## config.mk

```make
export PLATFORM = sky130hd
export DESIGN_NAME = maquina_estados
export DESIGN_NICKNAME = d
export VERILOG_FILES = /design/src/rtl/maquina_estados.sv
export SDC_FILE = /design/constraint.sdc
export NUM_CORES = 1
export LEC_CHECK = 0
export ABC_CLOCK_PERIOD_IN_PS = 2800
export CORE_UTILIZATION = 45
export DETAILED_ROUTE_END_ITERATION = 10
export PLACE_DENSITY = 0.87
export SYNTH_ARGS = -nofsm -noshare
export SYNTH_HDL_FRONTEND = slang
export SYNTH_SLANG_ARGS = --single-unit
```

## constraint.sdc

```tcl
create_clock -name clk -period 2.8 [get_ports clk]
set_input_delay 0.56 -clock clk [delete_from_list [all_inputs] [get_ports clk]]
set_output_delay 0.56 -clock clk [all_outputs]
set_load 0.005 [all_outputs]
```

## src/rtl/maquina_estados.sv

```systemverilog
// Global control FSM for the 4x4 FIFO router: drives the arbiters' state bus,
// holds the FIFO thresholds, and flags idleness and FIFO errors.
module maquina_estados #(
    parameter int UMBRAL_W = 4,
    parameter int DEF_ALTO = 3,
    parameter int DEF_BAJO = 1,
    parameter int IDLE_CYC = 2
) (
    input  logic                clk,
    input  logic                reset_L,
    input  logic                init,
    input  logic [UMBRAL_W-1:0] umbral_alto_in,
    input  logic [UMBRAL_W-1:0] umbral_bajo_in,
    input  logic [7:0]          fifo_empty,
    input  logic [7:0]          fifo_error,
    output logic [3:0]          state,
    output logic [UMBRAL_W-1:0] umbral_alto,
    output logic [UMBRAL_W-1:0] umbral_bajo,
    output logic                idle,
    output logic                error_out,
    output logic [2:0]          error_id
);

    typedef enum logic [3:0] {
        ST_RESET  = 4'd0,
        ST_INIT   = 4'd1,
        ST_IDLE   = 4'd2,
        ST_ACTIVE = 4'd3,
        ST_ERROR  = 4'd4
    } state_t;

    localparam logic [UMBRAL_W-1:0] ALTO_RST = UMBRAL_W'(DEF_ALTO);
    localparam logic [UMBRAL_W-1:0] BAJO_RST = UMBRAL_W'(DEF_BAJO);
    localparam logic [4:0]          IDLE_LIM = 5'(IDLE_CYC);

    state_t       state_q, state_d;
    logic [3:0]   idle_cnt_q, idle_cnt_d;
    logic [2:0]   error_id_d;
    logic         idle_d, error_out_d;
    logic         load_thr;
    logic         thr_ok;
    logic         all_empty;
    logic         any_error;
    logic         idle_reached;

    // Priority encoder: the lowest-numbered FIFO reporting an error wins.
    function automatic logic [2:0] lowest_set(input logic [7:0] v);
        logic [2:0] idx;
        idx = 3'd0;
        for (int i = 7; i >= 0; i--) begin
            if (v[i]) idx = 3'(i);
        end
        return idx;
    endfunction

    assign thr_ok       = (umbral_bajo_in < umbral_alto_in);
    assign all_empty    = (fifo_empty == 8'hFF);
    assign any_error    = (fifo_error != 8'h00);
    assign idle_reached = ({1'b0, idle_cnt_q} + 5'd1 >= IDLE_LIM);

    // NOTE: every signal written here gets a default first, so no path through
    // the case statement can leave one unassigned and infer a latch.
    always_comb begin
        state_d     = state_q;
        idle_cnt_d  = 4'd0;
        error_id_d  = error_id;
        load_thr    = 1'b0;

        unique case (state_q)
            ST_RESET: state_d = ST_INIT;

            ST_INIT: begin
                load_thr = thr_ok;
                if (!init && thr_ok) state_d = ST_IDLE;
            end

            ST_IDLE: begin
                if (any_error)       state_d = ST_ERROR;
                else if (init)       state_d = ST_INIT;
                else if (!all_empty) state_d = ST_ACTIVE;
            end

            ST_ACTIVE: begin
                if (any_error) begin
                    state_d = ST_ERROR;
                end else if (init) begin
                    state_d = ST_INIT;
                end else if (all_empty) begin
                    if (idle_reached) state_d = ST_IDLE;
                    else idle_cnt_d = (idle_cnt_q == 4'hF) ? idle_cnt_q : idle_cnt_q + 4'd1;
                end
            end

            ST_ERROR: state_d = ST_ERROR;

            // Encodings 5..15 should never occur; recover through RESET.
            default: state_d = ST_RESET;
        endcase

        if (state_d == ST_ERROR && state_q != ST_ERROR) error_id_d = lowest_set(fifo_error);

        idle_d      = (state_d == ST_IDLE) && all_empty;
        error_out_d = (state_d == ST_ERROR);
    end

    // NOTE: sequential state uses non-blocking assignments so every register
    // samples the pre-edge values, independent of statement order.
    always_ff @(posedge clk or negedge reset_L) begin
        if (!reset_L) begin
            state_q     <= ST_RESET;
            idle_cnt_q  <= 4'd0;
            umbral_alto <= ALTO_RST;
            umbral_bajo <= BAJO_RST;
            idle        <= 1'b0;
            error_out   <= 1'b0;
            error_id    <= 3'd0;
        end else begin
            state_q    <= state_d;
            idle_cnt_q <= idle_cnt_d;
            idle       <= idle_d;
            error_out  <= error_out_d;
            error_id   <= error_id_d;
            if (load_thr) begin
                umbral_alto <= umbral_alto_in;
                umbral_bajo <= umbral_bajo_in;
            end
        end
    end

    assign state = state_q;

endmodule
```

==> out/metrics.cfg, run 1 <==
[run_status]
outcome = completed

[global_routing]
grt_pass1_vias = 948
overflow = 0
antenna_found_initial = 0
grt_pass1_wl_um = 4010
grt_max_degree = 22
grt_usage = 0.216

[clock_network]
cts.sinks = 21
clk_pin_slew_worst_paths_ns = 0.12
cts_made_buffers = 3
cts_tree = done
cts_setup_buffers = 0
cts.repair.resized = 0
h-tree-depth = 1
clk-insertion-delay-late_ns = 0.30
cts.path.max_buffers = 2
holdBufCountCts = 0
clockRootBuffer = clkbuf_4

[setup_path]
crit_top_cell = nor4b_2
critPathKind = input port to flop
slowest_stage = clkdlybuf4s50_1
ff2ff_setup_slack_ns = 0.96
worst-path-buf-inv = 2
end_kind = flop
worstPathArrival_ns = 2.53
cp_slowest_stage_delay_ns = 0.46
required_ns = 3.00
worst-path-max-fanout = 2
crit_chain = clkdlybuf4s50_1 -> inv_1 -> ha_1 -> nor4b_2 -> o21ai_1 -> a21o_1 -> a2111oi_4 -> nor4b_2
crit_family = compound AO/OA/AOI/OAI gates
startpoint_type = input port

[logic_synthesis]
synthArstFlopShare = 1.00
ys_types = 33
avgSynthCellArea_um2 = 11.2
synthesis.area_um2 = 1040
yosys_warnings = 0
synth_edf_count = 0
synth_seq_cells = 21
ys.flop_type = dfrtp_1
syn_inst = 93
yosysSeqAreaShare = 0.507

[sta]
setup_viol_count_final = 0
fin_crit_sh = 0.833
final.min_clock_period_ns = 2.33
rsz0062_at_grt = false
hold_violations = 0
fin_ws_ns = 0.467
slew_headroom = 0.654
fmax_mhz = 429
tightestPinTransition_ns = 0.513
tns_ns = 0
fin_skew_ns = 0.00604
slew_viol_final = 0

[die]
num_io_pins = 44
fp.dieW_um = 50.2
die_area_um2 = 2520
core-area_um2 = 2190
fp-row-count = 17
die_h_um = 50.2
initial_core_util = 0.477

[flow_run]
cap_viol_max_count = 0

[power_and_ir_drop]
power-per-cell-area_nw_per_um2 = 506
max-vdd-ir-drop_mv = 0.341
p_leak_nw = 0.647

[layout]
area_growth_pct = 49.1
drive_gt1_frac = 0.125
nNetsFinal = 177
mostFrequentLayoutCells = 43 x clkdlybuf4s50_1, 18 x dfrtp_1, 8 x inv_1
layout_commonest_cell = clkdlybuf4s50_1
fill_cells = 175
n_antenna_cell = 0

[route]
vias = 904
ant_nets = 0
dr.first_iter.drc_count = 10
wl_per_cell_um = 14.0
drt_wl_total_um = 2420
drt-met1-wl_um = 930
met3_length_um = 132
highest_layer = met4
drc = 0
dr_wl_met2_um = 1340
drtPass1Iterations = 6
viasPerCell = 5.26

[place]
dp_hpwl_um = 1960
dp_worst_setup_slack_ns = 0.168
portBuffers = 43
globalplace.congestion = 0.793

[hold_path]
hp-class = flop to flop

cells in the mapped netlist (2+ instances only):
master	n	area, µm²
nor4b_2	2	30.0
nor3_1	2	10.0
nor4_2	2	25.0
o21ai_1	5	25.0
o41ai_1	3	26.3
nand2_1	6	22.5
nand3_1	3	15.0
dfstp_2	3	78.8
mux2_1	5	56.3
nor2_1	4	15.0
a21oi_1	5	25.0
or2_2	2	12.5
dfrtp_1	18	450
inv_1	8	30.0
ha_1	5	62.6
inv_2	2	7.51
nand4_1	2	12.5
routing by layer:
layer,GRT usage,vias to the layer above
li1,-,434
met1,0.244,429
met2,0.400,38
met3,0.0364,3
met4,0.0810,0
met5,0,-
cell families after synthesis:
group,Yosys count,synth area share
buffers and inverters,11,0.0407
DFF,21,0.507
xor gates and xnor gates,1,0.00838
adders and majority gates,5,0.0599
other,1,0.00359
muxes,5,0.0539
and+or+nand+nor,29,0.184
AOI/OAI and AO/OA,20,0.143
state kept, by name, indices dropped and copies added, names as in the netlist:
| register | cells |
|---|---|
| idle | 1 |
| umbral_alto | 4 |
| idle_cnt_q | 4 |
| error_out | 1 |
| state | 4 |
| umbral_bajo | 4 |
| error_id | 3 |
area by class of cell:
class                           count  area (µm²)  share of cell area
Multi-Input combinational cell     64         484               0.311
Tap cell                           28        35.0              0.0225
Timing Repair Buffer               45         445               0.286
Sequential cell                    21         529               0.340
Inverter                           10        37.5              0.0241
Clock buffer                        4        26.3              0.0169
final timing paths:
| kind | startpoint | depth (start not counted) | endpoint |
|---|---|---|---|
| min reg2reg | umbral_alto[1] | 2 | umbral_alto[1] |
| min in group asynchronous | reset_L | 2 | umbral_bajo[1] |
| max in group asynchronous | reset_L | 2 | umbral_alto[1] |
| max reg2reg | state[3] | 4 | idle |
| max | umbral_alto_in[2] | 8 | idle |
| min | umbral_alto[1] | 2 | umbral_alto[1] |
tightest hold or removal path: cells and delay by family (launching register included):
kind / cells / cell delay, ns
and+or+nand+nor: 1 / 0.04
DFF: 1 / 0.39
AOI/OAI and AO/OA: 1 / 0.05
stage by stage:
stage | hold slack (ns) | std cells | total power (W) | cell area (µm²) | utilization
2_1_floorplan | 0.264 | 96 | 0.000478 | 1060 | -
3_3_place_gp | 0.455 | 168 | 0.000642 | 1530 | 0.699
3_5_place_dp | 0.458 | 168 | 0.000653 | 1530 | 0.699
4_1_cts | 0.474 | 172 | 0.000796 | 1560 | 0.711
5_1_grt | 0.500 | 172 | 0.000836 | 1560 | 0.711
6_report | 0.472 | 172 | 0.000789 | 1560 | 0.711
where the power goes:
group | total [W] | internal (W) | switching, W
logic | 0.000242 | 0.000161 | 0.0000803
clock network | 0.000146 | 0.0000555 | 0.0000905
registers | 0.000401 | 0.000369 | 0.0000321
total | 0.000789 | 0.000586 | 0.000203
(Power assumes the default switching activity.)
==> run 2: changes to the inputs <==
- ABC_CLOCK_PERIOD_IN_PS: 2800 -> 2400
- CORE_UTILIZATION: 45 -> 41
- PLACE_DENSITY: 0.87 -> 0.81
- clock period: 2.8 -> 2.4 ns (I/O delays scaled with it)
==> run 2 against run 1 <==
  * Hold slack gained 0.0098 ns
  * Utilization is 2.3 points lower
  * Power grew 17%
  * Combinational power up 18%
  * Routed wire length shrank 3.1%
  * Register-to-register slack worse by 0.40 ns
  * Largest cell class unchanged
  * Cell area is 1.4% higher
==> out/metrics.cfg, run 2 (synthesis results as in run 1) <==
[setup_path]
critPathKind = input port to flop  ; unchanged
worst-path-max-fanout = 2  ; unchanged
crit_family = compound AO/OA/AOI/OAI gates  ; unchanged
crit_chain = clkdlybuf4s50_1 -> inv_1 -> ha_1 -> nor4b_2 -> o21ai_1 -> a21o_1 -> a2111oi_4 -> nor4b_2  ; unchanged
worstPathArrival_ns = 2.40  ; was 2.53 ns
end_kind = flop  ; unchanged
worst-path-buf-inv = 2  ; unchanged
cp_slowest_stage_delay_ns = 0.46  ; about the same
required_ns = 2.61  ; was 3.00 ns
crit_top_cell = nor4b_2  ; unchanged
slowest_stage = clkdlybuf4s50_1  ; unchanged
startpoint_type = input port  ; unchanged

[sta]
fin_hold_ws_ns = 0.482  ; was 0.472 ns
fin_crit_sh = 0.914
rsz0062_at_grt = false  ; unchanged
fmax_mhz = 456
final.min_clock_period_ns = 2.19
tns_ns = 0  ; unchanged
setup_viol_count_final = 0  ; unchanged
slew_viol_final = 0  ; unchanged
fin_skew_ns = 0.00362  ; was 0.00604 ns
hold_violations = 0  ; unchanged

[clock_network]
cts.path.max_buffers = 2  ; unchanged
clk_pin_slew_worst_paths_ns = 0.11  ; was 0.12 ns
clk-insertion-delay-late_ns = 0.30  ; about the same
cts.sinks = 21  ; unchanged
cts_tree = done  ; unchanged
clockRootBuffer = clkbuf_4  ; unchanged
holdBufCountCts = 0  ; unchanged
cts_made_buffers = 3  ; unchanged
cts_setup_buffers = 0  ; unchanged
h-tree-depth = 1  ; unchanged
cts.repair.resized = 0  ; unchanged

[route]
drtPass1Iterations = 4  ; was 6
drt_wl_total_um = 2340  ; was 2420 µm
vias = 907  ; was 904
dr.first_iter.drc_count = 17  ; was 10
viasPerCell = 5.18  ; was 5.26
drc = 0  ; unchanged
ant_nets = 0  ; unchanged
wl_per_cell_um = 13.4  ; was 14.0 µm

[die]
fp-row-count = 17  ; unchanged
initial_core_util = 0.455  ; was 0.477
num_io_pins = 44  ; unchanged
core-area_um2 = 2300  ; was 2190 µm²
die_area_um2 = 2750  ; was 2520 µm²
fp.dieW_um = 52.5  ; was 50.2 µm
die_h_um = 52.5  ; was 50.2 µm

[layout]
n_antenna_cell = 0  ; unchanged
ff_latch_area_um2 = 529  ; unchanged
fill_cells = 178  ; was 175
final_cell_area_um2 = 1580  ; was 1560 µm²
mostFrequentLayoutCells = 43 x clkdlybuf4s50_1, 18 x dfrtp_1, 8 x inv_1  ; unchanged
nNetsFinal = 180  ; was 177
multi_input_area_um2 = 484  ; unchanged
layout_commonest_cell = clkdlybuf4s50_1  ; unchanged
area_growth_pct = 51.3  ; was 49.1%
drive_gt1_frac = 0.143  ; was 0.125
utilization = 0.688  ; was 0.711

[flow_run]
cap_viol_max_count = 0  ; unchanged

[power_and_ir_drop]
power_w = 0.000922  ; was 0.000789 W
p_leak_nw = 0.660  ; was 0.647 nW
max-vdd-ir-drop_mv = 0.440  ; was 0.341 mV
power-per-cell-area_nw_per_um2 = 583  ; was 506 nW/µm²

[place]
globalplace.congestion = 0.748  ; was 0.793
portBuffers = 43  ; unchanged
place_area_um2 = 1550  ; was 1530 µm²
dp_hpwl_um = 1900  ; was 1960 µm

[hold_path]
hp-class = flop to flop  ; unchanged

[global_routing]
overflow = 0  ; unchanged
grt_pass1_vias = 967  ; was 948
grt_pass1_wl_um = 3970  ; was 4010 µm
grt_usage = 0.198  ; was 0.216
grt_max_degree = 22  ; unchanged
antenna_found_initial = 0  ; unchanged

[run_status]
outcome = completed  ; unchanged

run 2: routing by layer:
metal,up-vias,track usage,routed length (µm)
li1,441,-,-
met1,431,0.212,922
met2,35,0.380,1260
met3,0,0.0348,157
met4,0,0.0702,0
met5,-,0,0
run 2: stage by stage:
step / worst slack [ns] / cells
2_1_floorplan: 0.489 / 96
3_5_place_dp: -0.112 / 171
6_report: 0.207 / 175
4_1_cts: 0.233 / 175
3_3_place_gp: -0.0137 / 171
5_1_grt: 0.118 / 175
run 2: report_power, final:
group,internal [W],switching [W]
sequential,0.000430,0.0000375
clock,0.0000647,0.000104
combinational,0.000191,0.0000946
total,0.000686,0.000236
run 2: worst min-delay path, stage by stage, from the launching register on:
cell and delay, ns:
dfstp_2 0.39, nand2_1 0.05, o21ai_1 0.06
run 2: path summary, 6_finish.rpt:
check | from | slack, ns | endpoint | cells past startpoint
max | umbral_alto_in[2] | 0.21 | idle | 8
min | umbral_alto[1] | 0.48 | umbral_alto[1] | 2
max reg2reg | idle_cnt_q[0] | 0.56 | idle_cnt_q[0] | 4
min reg2reg | umbral_alto[1] | 0.48 | umbral_alto[1] | 2
max in group asynchronous | reset_L | 1.61 | umbral_alto[0] | 2
min in group asynchronous | reset_L | 0.52 | umbral_bajo[1] | 2
run 2: layout make-up:
| class | instances | share of cell area |
|---|---|---|
| Sequential cell | 21 | 0.335 |
| Tap cell | 28 | 0.0222 |
| Multi-Input combinational cell | 64 | 0.306 |
| Inverter | 10 | 0.0238 |
| Clock buffer | 4 | 0.0166 |
| Timing Repair Buffer | 48 | 0.296 |
==> run 3: changes to the inputs <==
- SKIP_CTS_REPAIR_TIMING: default -> 1
==> results of run 3 <==
No change in the layout: final DEF, timing and power equal those of run 2.
